<file path="src/rtl/nt_node_trigger_monitor.sv">
// nt_node_trigger_monitor
//   Rare-node trigger monitor. WIDTH channel pairs are each delayed by a
//   per-lane pipeline. The a path has DEPTH stages and the b path has one
//   stage. Each lane then forms term = a_d & ~b_d. All terms are reduced
//   (OR or AND, set by MODE) into a registered node value. The monitor counts
//   the cycles in which that node is active, saturating at the counter limit,
//   and raises a sticky fire flag once the count reaches THRESH.
// Ports:
//   I1470_clk  clock, rising edge
//   I1477_rst  asynchronous active-low reset
//   a_in/b_in  WIDTH-bit channel data
//   en         counting enable
//   clr        synchronous clear of count and fire
//   node_out   registered node value
//   count      saturating event count (CNT_W bits)
//   fire       sticky trigger flag

// Per-lane delay: DEPTH-stage a path, 1-stage b path, and the lane term.
module nt_lane #(
  parameter int DEPTH = 2
) (
  input  logic clk,
  input  logic rst_n,
  input  logic a,
  input  logic b,
  output logic term
);
  logic [DEPTH-1:0] a_pipe;
  logic             b_d;

  always_ff @(posedge clk or negedge rst_n) begin
    if (!rst_n) begin
      a_pipe <= '0;
      b_d    <= 1'b0;
    end else begin
      a_pipe[0] <= a;
      for (int s = 1; s < DEPTH; s++) a_pipe[s] <= a_pipe[s-1];
      b_d <= b;
    end
  end

  assign term = a_pipe[DEPTH-1] & ~b_d;
endmodule

module nt_node_trigger_monitor #(
  parameter int WIDTH  = 4,
  parameter int DEPTH  = 2,
  parameter int MODE   = 0,
  parameter int CNT_W  = 8,
  parameter int THRESH = 16
) (
  input  logic             I1470_clk,
  input  logic             I1477_rst,
  input  logic [WIDTH-1:0] a_in,
  input  logic [WIDTH-1:0] b_in,
  input  logic             en,
  input  logic             clr,
  output logic             node_out,
  output logic [CNT_W-1:0] count,
  output logic             fire
);
  localparam logic [CNT_W-1:0] CNT_MAX = '1;
  localparam logic [CNT_W-1:0] THR     = CNT_W'(THRESH);

  logic [WIDTH-1:0] term;
  logic             node_next;
  logic [CNT_W-1:0] cnt_next;

  nt_lane #(.DEPTH(DEPTH)) u_lane [WIDTH-1:0] (
    .clk   (I1470_clk),
    .rst_n (I1477_rst),
    .a     (a_in),
    .b     (b_in),
    .term  (term)
  );

  assign node_next = (MODE == 0) ? |term : &term;

  // Count advances on cycles where the registered node was active; it holds
  // at CNT_MAX instead of wrapping.
  always_comb begin
    cnt_next = count;
    if (en && node_out && (count != CNT_MAX)) cnt_next = count + CNT_W'(1);
  end

  always_ff @(posedge I1470_clk or negedge I1477_rst) begin
    if (!I1477_rst) begin
      node_out <= 1'b0;
      count    <= '0;
      fire     <= 1'b0;
    end else begin
      node_out <= node_next;
      if (clr) begin
        count <= '0;
        fire  <= 1'b0;
      end else begin
        count <= cnt_next;
        // Compare the value being written so fire rises on the same edge
        // that count reaches the threshold.
        if (cnt_next >= THR) fire <= 1'b1;
      end
    end
  end
endmodule

</file>
<file path="config.mk">
export PLATFORM = sky130hd
export DESIGN_NAME = nt_node_trigger_monitor
export DESIGN_NICKNAME = d
export VERILOG_FILES = /design/src/rtl/nt_node_trigger_monitor.sv
export SDC_FILE = /design/constraint.sdc
export NUM_CORES = 1
export LEC_CHECK = 0
export CAP_MARGIN = 20
export CORE_MARGIN = 5
export CORE_UTILIZATION = 45
export DETAILED_ROUTE_END_ITERATION = 8
export PLACE_DENSITY_LB_ADDON = 0.12
export SKIP_CTS_REPAIR_TIMING = 1
export SKIP_LAST_GASP = 1
export SLEW_MARGIN = 20
export SYNTH_ARGS = -nofsm -noshare
export SYNTH_HDL_FRONTEND = slang
export SYNTH_SLANG_ARGS = --single-unit
</file>
<file path="constraint.sdc">
create_clock -name I1470_clk -period 3.9 [get_ports I1470_clk]
set_input_delay 1.17 -clock I1470_clk [delete_from_list [all_inputs] [get_ports I1470_clk]]
set_output_delay 1.17 -clock I1470_clk [all_outputs]
set_load 0.01 [all_outputs]
</file>
Word level (Yosys, flattened, before mapping)
Cells that the tools add are included.

word-level totals
  register bits after elaboration = 22
  input bits = 12
  output and inout bits = 10
  word-level logic and storage cells = 30

cells by class
  $add $sub $neg = 1
  order comparisons = 1
  eq/ne operators = 1
  multiplexer cells = 4
  bitwise operators = 8
  reduce and logical (&&, ||, !) cells = 4

operators by type and width
  cell                 count
  $mux 8               2
  $add 8x1->8 const B  1
  $ge 8x5->1 const B   1
  $ne 8x8->1 const B   1
  $and 1x1->1          4
  $not 1->1            4
  $reduce_or 4->1      1
  $logic_and 1x1->1    2
  $mux 1               2
  $reduce_bool 2->1    1

Depth between registers and ports, before layout
  word-level depth = 6
  gate-level depth with buffers = 5

Modules after synthesis
Synthesis repeated with hierarchy kept, for this count alone.

unflattened totals
  cells, all modules = 65
  area total of the unflattened synthesis = 873.3 µm²

by module, submodules not included
  module                   times used  cells each  area an instance (µm²)  sequential area each (µm²)
  nt_node_trigger_monitor  1           49          518.0                   250.2
  nt_lane                  4           4           88.8                    75.1

Least setup slack after synthesis
No wires, ideal clock.

  path type = input to register
  start = input en
  end = register fire
  data arrival time = 1812 ps
  required time = 3758 ps
  setup slack = 1946 ps
  stages = 4
  path buffers = 0
  cell sequence = nand2_1 -> nor4_4 -> mux2i_1 -> a41oi_1

between the ends
  word-level cells in the longest chain between the ends = 5

ends and longest elaborated chain
  what                                line  RTL
  start, declared                     56    input logic en,
  $logic_and 1x1->1 (2 in a row)      83    if (en && node_out && (count != CNT_MAX)) cnt_next = count + CNT_W'(1);
  $mux 8                              83
  $ge 8x5->1                          100   if (cnt_next >= THR) fire <= 1'b1;
  $reduce_bool 2->1 (no source line)  --
  end signal, assigned                90    fire <= 1'b0;
  end signal, assigned                95    fire <= 1'b0;
  end signal, assigned                100
  end, declared                       60    output logic fire

Every way passes these cells.
A chain may end at the register's enable or synchronous reset.

Worst setup path after layout
  start = register count[2]
  end = output count[2]

RTL lines
  what                    line  RTL
  start, declared         59    output logic [CNT_W-1:0] count,
  start signal, assigned  97    count <= cnt_next;

No word-level cell between the ends.

==> flow_summary.toml <==
[outcome]
status = "complete, no violations"

[timing]
rsz0062_at_grt = "false"
finalCriticalPeriod_ps = 2530
finalHoldViolCount = 0
fmax_ghz = 0.396
fin_skew_ps = 0.416
drv_slew = 0
setup_viol = 0
timing.hold.ws_ps = 359
period_share = 0.648
worstMarginPinSlew_ps = 455
tns_ps = 0
slew_headroom = 0.697

[cts]
clkLatencyLatePin_ps = 290
clk_pin_slew_ps = 100
clkSinkCount = 22
htreeDepth = 1
cts_made_buffers = 3
cts_tree = "done"
cts_root_buffer = "clkbuf_4"
cts_buffer_depth = 2

[critical_path]
crit_buf_inv = 1
cp.arrival_ps = 1360
slowest_delay_ps = 590
path_depth = 1
crit_family = "buffers and inverters"
crit_path_end_kind = "output port"
cp_slowest_cell = "clkdlybuf4s50_1"
crit_chain = "clkdlybuf4s50_1"
critical_path_class = "flip-flop to output port"
start_kind = "flip-flop"
required_ps = 2730
worstPathMaxFanout = 5
r2r.worst_path.cells = 5

[power]
total_power_mw = 0.371
max-vdd-ir-drop_mv = 0.256
cellPowerDensity_mw_per_mm2 = 323
power.leakage_nw = 0.501

[min_path]
min_path_cells = 0
min-delay-path-class = "flip-flop to flip-flop"

[die]
rows = 16
coreArea_mm2 = 0.00192
start_util = 0.465
io-pin-count = 22
fp.dieW_um = 54.6
die_h_um = 54.6
die_area_mm2 = 0.00298

[routing]
drc = 0
wire_per_inst_um = 11.4
vias = 635
vias_per_cell = 5.08
ant_nets = 0
drtIter0Drc = 8
drt_first_pass_iters = 5
wl_mm = 1.43

[logic_synthesis]
synth_area_um2 = 895
netlist_instances = 75
syn_nets = 88
synth.distinct_cells = 29
ys_seq_area_frac = 0.615
synth.avg_cell_area_um2 = 11.9
yosys_warnings = 0
synth_seq_cells = 22

[final_layout]
fillers = 180
area_growth_pct = 28.4
instances_no_fill = 125
diodes = 0
drive_gt1_frac = 0.102
final_nets = 113

[global_route]
grt_util_all_layers = 0.123
grt_pass1_wl_mm = 2.46
antenna_found_initial = 0
overflow = 0
grt_pass1_vias = 608
grt_max_degree = 23

[placement]
dp_cells = 122
dp_hpwl_mm = 1.12
place_congestion = 0.716
portBuffers = 21

[job]
cap_viol_max_count = 0
## Yosys cell counts
master,instances,share of area
dfrtp_1,22,0.62
nor2_1,10,0.042
inv_1,5,0.021
nand2_1,5,0.021
mux2i_1,4,0.045
a21oi_1,2,0.011
and2_1,2,0.014
nand4_1,2,0.014
nor3_1,2,0.011
o21ai_0,2,0.011
a22oi_1,1,0.0084
a41oi_1,1,0.0098
buf_4,1,0.0084
ha_1,1,0.014
inv_2,1,0.0042
nand2_4,1,0.013
nand3_1,1,0.0056
nand3_2,1,0.011
nor4_4,1,0.024
o211a_1,1,0.011
o221ai_1,1,0.0098
o311ai_1,1,0.0098
o31a_2,1,0.011
o31ai_1,1,0.0084
o41ai_1,1,0.0098
or2b_2,1,0.0098
or3_1,1,0.0070
xnor2_1,1,0.0098
xor2_1,1,0.0098
## per-layer routing
layer  track usage  wire (um)
met1         0.137        588
met2         0.197        732
met3        0.0327         89
met4        0.0996         17
met5             0          0
## final timing paths
path | startpoint | to | slack, ps
hold / removal | u_lane[2].a_pipe[0] | u_lane[2].a_pipe[1] | 360
setup / recovery | count[2] | count[2] | 1370
hold reg to reg | u_lane[2].a_pipe[0] | u_lane[2].a_pipe[1] | 360
max in group asynchronous | I1477_rst | count[7] | 2780
setup reg to reg | count[0] | fire | 2330
min in group asynchronous | I1477_rst | u_lane[2].a_pipe[0] | 810
## cell usage in the layout (no fill, tap or decap)
cell / count
ha_1: 1
dfrtp_1: 22
inv_2: 1
nand2_4: 1
a41oi_1: 1
clkdlybuf4s50_1: 20
a21oi_1: 2
xnor2_1: 1
nor3_1: 2
o221ai_1: 1
nand2_1: 5
buf_2: 1
or3_1: 1
and2_1: 2
o211a_1: 1
a22oi_1: 1
o21ai_0: 2
o31a_2: 1
mux2i_1: 4
nand4_1: 2
o311ai_1: 1
or2b_2: 1
inv_1: 5
o31ai_1: 1
nand3_2: 1
nor4_4: 1
o41ai_1: 1
clkbuf_4: 3
nor2_1: 10
xor2_1: 1
nand3_1: 1
## metrics by stage
stage               cell area (um2)  setup WS (ps)  utilization
floorplan                       895           1950            -
global placement               1130           1380        0.589
detailed placement             1130           1360        0.589
CTS                            1150           1340        0.600
global route                   1150           1310        0.598
finish                         1150           1370        0.598
## cell type report
class | instances | area [um2] | share of cell area
flip-flops and latches | 22 | 551 | 0.479
multi-input cells | 46 | 314 | 0.273
repair buffers | 21 | 205 | 0.179
clock buffers | 3 | 22.5 | 0.0196
well taps | 27 | 33.8 | 0.0294
inverters | 6 | 22.5 | 0.0196
## report_power, final
part / total [mW] / switching, mW / internal (mW)
combinational: 0.0343 / 0.0145 / 0.0198
clock: 0.0942 / 0.0583 / 0.0360
sequential: 0.242 / 0.00491 / 0.237
total: 0.371 / 0.0777 / 0.293
## state kept, by name (all words and copies together), names as in the netlist
register and flops:
u_lane.a_pipe 8, u_lane.b_d 4, count 8, fire 1
node_out 1
## logic make-up (layout without fill, tap and decap cells)
| family | Yosys count | in the layout | synth area share |
|---|---|---|---|
| AOI/OAI and AO/OA | 12 | 12 | 0.101 |
| muxes | 4 | 4 | 0.0448 |
| DFF | 22 | 22 | 0.615 |
| buffers and inverters | 7 | 30 | 0.0336 |
| and+or+nand+nor | 27 | 27 | 0.172 |
| adders and majority gates | 1 | 1 | 0.0140 |
| xor gates and xnor gates | 2 | 2 | 0.0196 |
Note: power is estimated with default switching activity, not from simulation.
